<file path="config.mk">
export PLATFORM = sky130hd
export DESIGN_NAME = spi_master_ctrl
export DESIGN_NICKNAME = d
export VERILOG_FILES = /design/src/rtl/spi_master_ctrl.sv
export SDC_FILE = /design/constraint.sdc
export NUM_CORES = 1
export LEC_CHECK = 0
export CELL_PAD_IN_SITES_DETAIL_PLACEMENT = 1
export CELL_PAD_IN_SITES_GLOBAL_PLACEMENT = 1
export CORE_ASPECT_RATIO = 1.75
export CORE_MARGIN = 4
export CORE_UTILIZATION = 45
export CTS_BUF_LIST = sky130_fd_sc_hd__clkbuf_4
export DETAILED_ROUTE_END_ITERATION = 8
export GPL_TIMING_DRIVEN = 1
export PLACE_DENSITY = 0.9
export SLEW_MARGIN = 20
export SYNTH_ARGS = -nofsm -noshare
export SYNTH_HDL_FRONTEND = slang
export SYNTH_SLANG_ARGS = --single-unit
export TNS_END_PERCENT = 20
</file>
<file path="constraint.sdc">
create_clock -name clk_i -period 2.05 [get_ports clk_i]
set_input_delay 0.41 -clock clk_i [delete_from_list [all_inputs] [get_ports clk_i]]
set_output_delay 0.41 -clock clk_i [all_outputs]
set_load 0.01 [all_outputs]
</file>
<file path="src/rtl/spi_master_ctrl.sv">
// spi_master_ctrl: SPI mode-0 MSB-first full-duplex master, SCLK built from a half-period tick counter
module spi_master_ctrl #(
  parameter int SYS_FREQ  = 50000000,
  parameter int SCLK_FREQ = 1000000,
  parameter int DATA_W    = 8
) (
  input  logic              clk_i,
  input  logic              rst,
  input  logic              start_i,
  input  logic [DATA_W-1:0] tx_data_i,
  output logic              ready_o,
  output logic              busy_o,
  output logic              done_o,
  output logic [DATA_W-1:0] rx_data_o,
  output logic              sclk_o,
  output logic              mosi_o,
  input  logic              miso_i,
  output logic              cs_n_o
);
  localparam int HALF = SYS_FREQ / (2 * SCLK_FREQ);
  localparam int CW = HALF > 1 ? $clog2(HALF) : 1;
  localparam int BW = $clog2(DATA_W + 1);
  if (HALF < 2) begin : g_half_chk
    $error("HALF must be at least 2");
  end
  typedef enum logic [1:0] {IDLE, SETUP, SHIFT, HOLD} state_t;
  state_t state, nxt;
  logic [CW-1:0] cnt;
  logic [BW-1:0] bits;
  logic [DATA_W-1:0] tx_sr, rx_sr;
  logic accept, tick, last;
  assign ready_o = state == IDLE;
  assign busy_o = ~ready_o;
  assign accept = start_i & ready_o;
  assign tick = ~ready_o & (cnt == CW'(HALF - 1));
  assign last = bits == BW'(DATA_W);
  always_ff @(posedge clk_i or posedge rst)
    if (rst) state <= IDLE;
    else state <= nxt;
  // after the last fall SCLK stays low one extra half-period in SHIFT, then HOLD
  always_comb begin
    nxt = state;
    if (accept) nxt = SETUP;
    else if (tick)
      nxt = state == SETUP ? SHIFT :
            state == SHIFT ? ((~sclk_o & last) ? HOLD : SHIFT) :
            state == HOLD  ? IDLE : state;
  end
  always_ff @(posedge clk_i or posedge rst)
    if (rst) begin
      cnt <= '0;
      bits <= '0;
      tx_sr <= '0;
      rx_sr <= '0;
      rx_data_o <= '0;
      done_o <= 1'b0;
      sclk_o <= 1'b0;
      mosi_o <= 1'b0;
      cs_n_o <= 1'b1;
    end else begin
      done_o <= 1'b0;
      if (accept) begin
        cnt <= '0;
        bits <= '0;
        tx_sr <= tx_data_i;
        rx_sr <= '0;
        mosi_o <= tx_data_i[DATA_W-1];
        cs_n_o <= 1'b0;
      end else if (~ready_o) begin
        cnt <= tick ? '0 : cnt + 1'b1;
        if (tick) begin
          if (state == HOLD) begin
            cs_n_o <= 1'b1;
            rx_data_o <= rx_sr;
            done_o <= 1'b1;
          end else if (state == SETUP || (state == SHIFT && ~sclk_o && ~last)) begin
            sclk_o <= 1'b1;
            rx_sr <= {rx_sr[DATA_W-2:0], miso_i};
            bits <= bits + 1'b1;
          end else if (state == SHIFT && sclk_o) begin
            sclk_o <= 1'b0;
            if (~last) begin
              mosi_o <= tx_sr[DATA_W-2];
              tx_sr <= tx_sr << 1;
            end
          end
        end
      end
    end
endmodule

</file>
==> impl_metrics.ini, run 1 <==
[timing]
skew_ns = 0.00458
max-slew-margin-rel = 0.670
fmax_mhz = 509
fin_crit_sh = 0.959
finalHoldViolCount = 0
finalSetupViolations = 0
fin_crit_ns = 1.97
grt_setup_unrepaired = yes
worst_pin_slew_ns = 0.496
drv_slew = 0

[power]
internal-power_mw = 1.80
powerDensity_nw_per_um2 = 1220
switchingPower_mw = 1.24
vdd_drop_max_mv = 0.727
seqPwrFrac = 0.396
clkPwrFrac = 0.126
combPwrFrac = 0.478
power.leakage_nw = 1.21
p_sw_frac = 0.409

[yosys]
yosys.area_share.simple = 0.179
syn_inst = 196
synth_cell_type_count = 44
synth_compound_area_frac = 0.147
synth_flop_cell = dfrtp_1
synthMuxAreaShare = 0.104
synth-adder-area-share = 0.0555
avgSynthCellArea_um2 = 10.4
synth_area_um2 = 2030
synthArstFlopShare = 1.00
syn-num-nets = 217
synth-edff-count = 0
synth_warnings = 0
synth_xor_area_frac = 0
ys_seq_area_frac = 0.469
synth_top_family_by_area = simple AND/OR/NAND/NOR gates
synth-seq-cells = 38

[floorplanning]
start_util = 0.461
num_rows = 32
io-pin-count = 26
die_h_um = 96.8
core-area_um2 = 4400
die_area_um2 = 5690
dieWidth_um = 58.8

[cts]
cts_tree = built
htree_levels = 2
cts.path.max_buffers = 2
clk_pin_slew_ns = 0.11
cts_root_buf = clkbuf_4
cts_buffers = 5
cts.sinks = 38
clock_latency_ns = 0.34

[grt]
grt-ovfl-total = 0
grt_pass1_vias = 1744
grt_max_degree = 39
grt_pass1_wl_um = 8380
grt_usage = 0.193
antenna_found_initial = 0

[critical_path]
crit_type = reg -> reg
crit_path_top_delay_cell = dfrtp_1
crit_path_start_kind = register
cp_max_fo = 8
crit_family = flip-flops
rrSetupSlack_ns = 0.08
r2r-end = tx_sr[2]
cp.depth = 8
reg2reg_from = state[0]
worstPathArrival_ns = 2.21
ff2ff_path_depth = 8
cp-end-kind = register
critical_path_required_ns = 2.29
cp_cell_sequence = inv_1, buf_4, ha_2, nor2b_1, nand4_1, o22ai_2, buf_12, mux2_2
cp_slowest_stage_delay_ns = 0.42
cp.buffers_inverters = 3

[cells_and_area]
area.sequential_um2 = 952
multi_input_area_um2 = 1010
drive_above_1_share = 0.206
antennaDiodeCount = 0
design_area_um2 = 2490
nFillCells = 505
final_core_util = 0.565
area_growth_pct = 22.6
fin_nets = 253

[placement]
numPortBuffers = 25
dp_hpwl_um = 3650
dpl_cell_area_um2 = 2400
gp_congestion = 0.877

[detailed_routing]
drtPass1Iterations = 4
drt_iter0_markers = 18
vias = 1597
antenna_left = 0
vias_per_cell = 5.62
post_drt_wl_per_cell_um = 17.4
wirelength_um = 4950
drc = 0

[status]
status = finished, final reports clean

[hold_path]
hp-class = in -> async

[job]
maxCapViolations = 0
final cells by class:
| type | count | share of cell area |
|---|---|---|
| Multi-Input combinational cell | 137 | 0.407 |
| Sequential cell | 38 | 0.383 |
| Timing Repair Buffer | 39 | 0.147 |
| Tap cell | 51 | 0.0256 |
| Clock buffer | 6 | 0.0181 |
| Inverter | 11 | 0.0166 |
| Clock inverter | 2 | 0.00352 |
logic make-up (layout without fill, tap and decap cells):
family / count (synthesis) / count (layout)
and+or+nand+nor: 70 / 70
AOI/OAI and AO/OA: 42 / 42
DFF: 38 / 38
buffers and inverters: 21 / 58
muxes: 16 / 16
adders and majority gates: 9 / 9
what timing repair did:
item | CTS | global route
buffers inserted | 1 | 0
hold buffers | 0 | 0
gates resized for setup | 3 | 7
setup endpoints to repair | 10 | 23
layout by cell type (no fill, tap or decap), drive strengths merged, types with 2 or more instances in the layout:
master / count
nor2: 9
ha: 9
buf: 14
nand3: 5
nand4: 4
o22ai: 3
dfrtp: 37
a21oi: 11
mux2: 16
a31oi: 2
nand2: 32
and2: 8
a211o: 8
clkinv: 2
o21ai: 5
nor2b: 2
nor3: 2
or3: 2
and4: 2
dlygate4sd2: 2
clkdlybuf4s50: 23
clkbuf: 6
inv: 11
o211ai: 2
metal layers:
layer | wire length, µm | track usage | share of wire
met1 | 1970 | 0.219 | 0.40
met4 | 150 | 0.0925 | 0.030
met5 | 0 | 0 | 0
met2 | 2660 | 0.324 | 0.54
met3 | 162 | 0.0494 | 0.033
how the worst max path moves through the flow:
stage	from	end	slack [ns]
2_1_floorplan	state[0]	rx_data_o[0]	0.17
3_3_place_gp	state[0]	rx_data_o[7]	0.07
3_5_place_dp	state[1]	rx_data_o[0]	-0.03
4_1_cts	state[0]	rx_sr[2]	0.008
5_1_grt	state[0]	busy_o	-0.0003
6_report	state[0]	tx_sr[2]	0.08
power groups by stage:
| stage | Sequential [mW] | Clock, mW | Combinational (mW) |
|---|---|---|---|
| after global placement | 1.21 | 0 | 1.33 |
| after detailed placement | 1.22 | 0 | 1.40 |
| final | 1.21 | 0.383 | 1.45 |
| after floorplan | 1.18 | 0 | 0.923 |
| after global routing | 1.24 | 0.428 | 1.62 |
| after CTS | 1.20 | 0.407 | 1.41 |
registers in the layout, indices dropped and copies added, names as in the netlist, 2 cells and up:
name       count
cnt            5
rx_sr          8
bits           4
tx_sr          7
state          2
rx_data_o      8
tightest hold or removal path, cell delays in order:
cell and delay [ns]:
clkdlybuf4s50_1 0.39, inv_1 0.05, buf_4 0.42
stage by stage:
| stage | TNS (ns) | std cells | setup WS, ns | power [mW] | hold slack (ns) |
|---|---|---|---|---|---|
| after global placement | 0 | 275 | 0.0703 | 2.54 | 0.489 |
| after floorplan | 0 | 196 | 0.169 | 2.10 | 0.470 |
| after detailed placement | -0.205 | 275 | -0.0343 | 2.62 | 0.502 |
| after global routing | -0.000319 | 284 | -0.000319 | 3.30 | 0.511 |
| final | 0 | 284 | 0.0843 | 3.04 | 0.477 |
| after CTS | 0 | 284 | 0.00824 | 3.02 | 0.478 |
synth_stat cells, types with 5 or more instances:
cell type	count	area share
a211o_1	8	0.035
a21oi_1	11	0.027
and2_1	8	0.025
buf_2	6	0.015
dfrtp_1	37	0.46
ha_1	9	0.055
inv_1	11	0.020
mux2_2	8	0.044
mux2_4	8	0.059
nand2_1	32	0.059
nand3_1	5	0.012
nor2_1	8	0.015
o21ai_0	5	0.012
(Power assumes the default switching activity.)
==> run 2: changes to the inputs <==
--- a/config.mk
+++ b/config.mk
@@ -9,11 +9,12 @@
 export CELL_PAD_IN_SITES_GLOBAL_PLACEMENT = 1
 export CORE_ASPECT_RATIO = 1.75
 export CORE_MARGIN = 4
-export CORE_UTILIZATION = 45
+export CORE_UTILIZATION = 40
 export CTS_BUF_LIST = sky130_fd_sc_hd__clkbuf_4
 export DETAILED_ROUTE_END_ITERATION = 8
 export GPL_TIMING_DRIVEN = 1
-export PLACE_DENSITY = 0.9
+export PLACE_DENSITY = 0.85
+export RECOVER_POWER = 50
 export SLEW_MARGIN = 20
 export SYNTH_ARGS = -nofsm -noshare
 export SYNTH_HDL_FRONTEND = slang
==> constraint.sdc (replaced) <==
create_clock -name clk_i -period 1.71 [get_ports clk_i]
set_input_delay 0.342 -clock clk_i [delete_from_list [all_inputs] [get_ports clk_i]]
set_output_delay 0.342 -clock clk_i [all_outputs]
set_load 0.01 [all_outputs]
==> impl_metrics.ini, run 2 (synthesis results as in run 1) <==
[status]
status = finished with violations
violations = setup timing

[placement]
place_ws_ns = -0.155
gp_congestion = 0.804
dp_hpwl_um = 3810
numPortBuffers = 25

[timing]
grt_setup_unrepaired = yes
fin_crit_ns = 1.80
fmax_mhz = 555
finalSetupViolations = 18
fin_crit_sh = 1.05
hold_ws_ns = 0.524
worst_pin_slew_ns = 0.955
tns_ns = -0.846
layout_setup_ws_ns = -0.0924
max-slew-margin-rel = 0.364
drv_slew = 0
skew_ns = 0.0146
finalHoldViolCount = 0

[detailed_routing]
post_drt_wl_per_cell_um = 17.1
drc = 0
vias_per_cell = 5.56
vias = 1717
wirelength_um = 5270
antenna_left = 0
drt_iter0_markers = 25
drtPass1Iterations = 4

[power]
vdd_drop_max_mv = 1.14
power.leakage_nw = 1.34
powerDensity_nw_per_um2 = 1570
power_mw = 4.33

[critical_path]
cp_cell_sequence = inv_2, ha_4, nor2_4, nand4_4, or3_4, buf_6, mux2_4
cp_max_fo = 8
critical_path_required_ns = 1.95
reg2reg_from = state[0]
cp.buffers_inverters = 2
r2r-end = rx_data_o[0]
crit_path_start_kind = register
cp-end-kind = register
crit_family = simple AND/OR/NAND/NOR gates
rrSetupSlack_ns = -0.09
worstPathArrival_ns = 2.04
ff2ff_path_depth = 7
cp_slowest_stage_delay_ns = 0.39
crit_type = reg -> reg
crit_path_top_delay_cell = dfrtp_1

[floorplanning]
die_h_um = 102
io-pin-count = 26
start_util = 0.411
num_rows = 34
dieWidth_um = 61.8
die_area_um2 = 6320
core-area_um2 = 4930

[cells_and_area]
drive_above_1_share = 0.337
fin_nets = 276
layout_commonest_cell = dfrtp_1
final_cell_mix = dfrtp_1 (37), nand2_1 (31), buf_4 (29)
top_regs = rx_data_o x8, rx_sr x8, tx_sr x7
antennaDiodeCount = 0
area_growth_pct = 35.6

[cts]
clk_pin_slew_ns = 0.12
cts_root_buf = clkbuf_4
cts_tree = built
htree_levels = 2
cts_buffers = 5
cts.path.max_buffers = 2
clock_latency_ns = 0.35
cts.sinks = 38

[hold_path]
worstHoldStart = rx_data_o[4]
hold_depth = 1
hp-class = reg -> reg
min_to = rx_data_o[4]

[job]
maxCapViolations = 0

[grt]
antenna_found_initial = 0
grt_pass1_vias = 1905
grt_pass1_wl_um = 8910
grt_max_degree = 39
grt_usage = 0.191
grt-ovfl-total = 0
## run 2: cell types whose count changed in the layout (fill, tap and decap cells not counted), moves of 2 or more
cell / change
clkdlybuf4s50_1: -3
ha_2: +2
nor2b_1: -2
inv_2: +4
inv_1: -4
buf_6: +7
ha_1: -4
ha_4: +2
buf_4: +16
## run 2: layer usage
metal	global-route usage	wire length, µm	up-vias
met4	0.105	188	0
met1	0.198	1890	863
met2	0.343	3070	33
li1	-	-	808
met3	0.0341	126	13
met5	0	0	-
## run 2: worst max path at each step
stage	startpoint	to	slack [ns]	depth (start not counted)
final	state[0]	rx_data_o[0]	-0.09	7
after global routing	state[1]	rx_data_o[0]	-0.17	7
after CTS	state[0]	rx_data_o[0]	-0.09	7
after detailed placement	state[0]	rx_sr[2]	-0.15	7
after global placement	state[1]	rx_sr[2]	-0.09	7
after floorplan	state[1]	rx_data_o[0]	-0.06	7
## run 2: timing repair
item,in CTS,in global routing
setup buffers,4,2
pin swaps,3,5
gates resized for setup,28,11
setup endpoints to repair,34,31
hold buffers,0,0
## run 2: stage by stage
step,cell area [µm²],util,instances
floorplan,2040,-,196
global placement,2560,0.520,296
detailed placement,2560,0.520,296
CTS,2720,0.550,307
global route,2750,0.558,309
finish,2750,0.558,309
## run 2: cell type report
cell class / count / area [µm²]
sequential: 38 / 952
clock buffer: 5 / 37.5
tap: 54 / 67.6
multi-input combinational: 137 / 1060
timing repair buffer: 62 / 554
fill: 542 / 2180
inverter: 11 / 41.3
clock inverter: 2 / 33.8
## run 2: power by group
group	internal [mW]	switching, mW
clock	0.296	0.301
sequential	1.18	0.210
combinational	1.19	1.15
total	2.67	1.66
==> run 3: changes to the inputs <==
--- a/config.mk
+++ b/config.mk
@@ -19,4 +19,4 @@
 export SYNTH_ARGS = -nofsm -noshare
 export SYNTH_HDL_FRONTEND = slang
 export SYNTH_SLANG_ARGS = --single-unit
-export TNS_END_PERCENT = 20
+export TNS_END_PERCENT = 10
==> results of run 3 <==
Same layout as run 2: the final DEF is identical, and so are final timing and power.
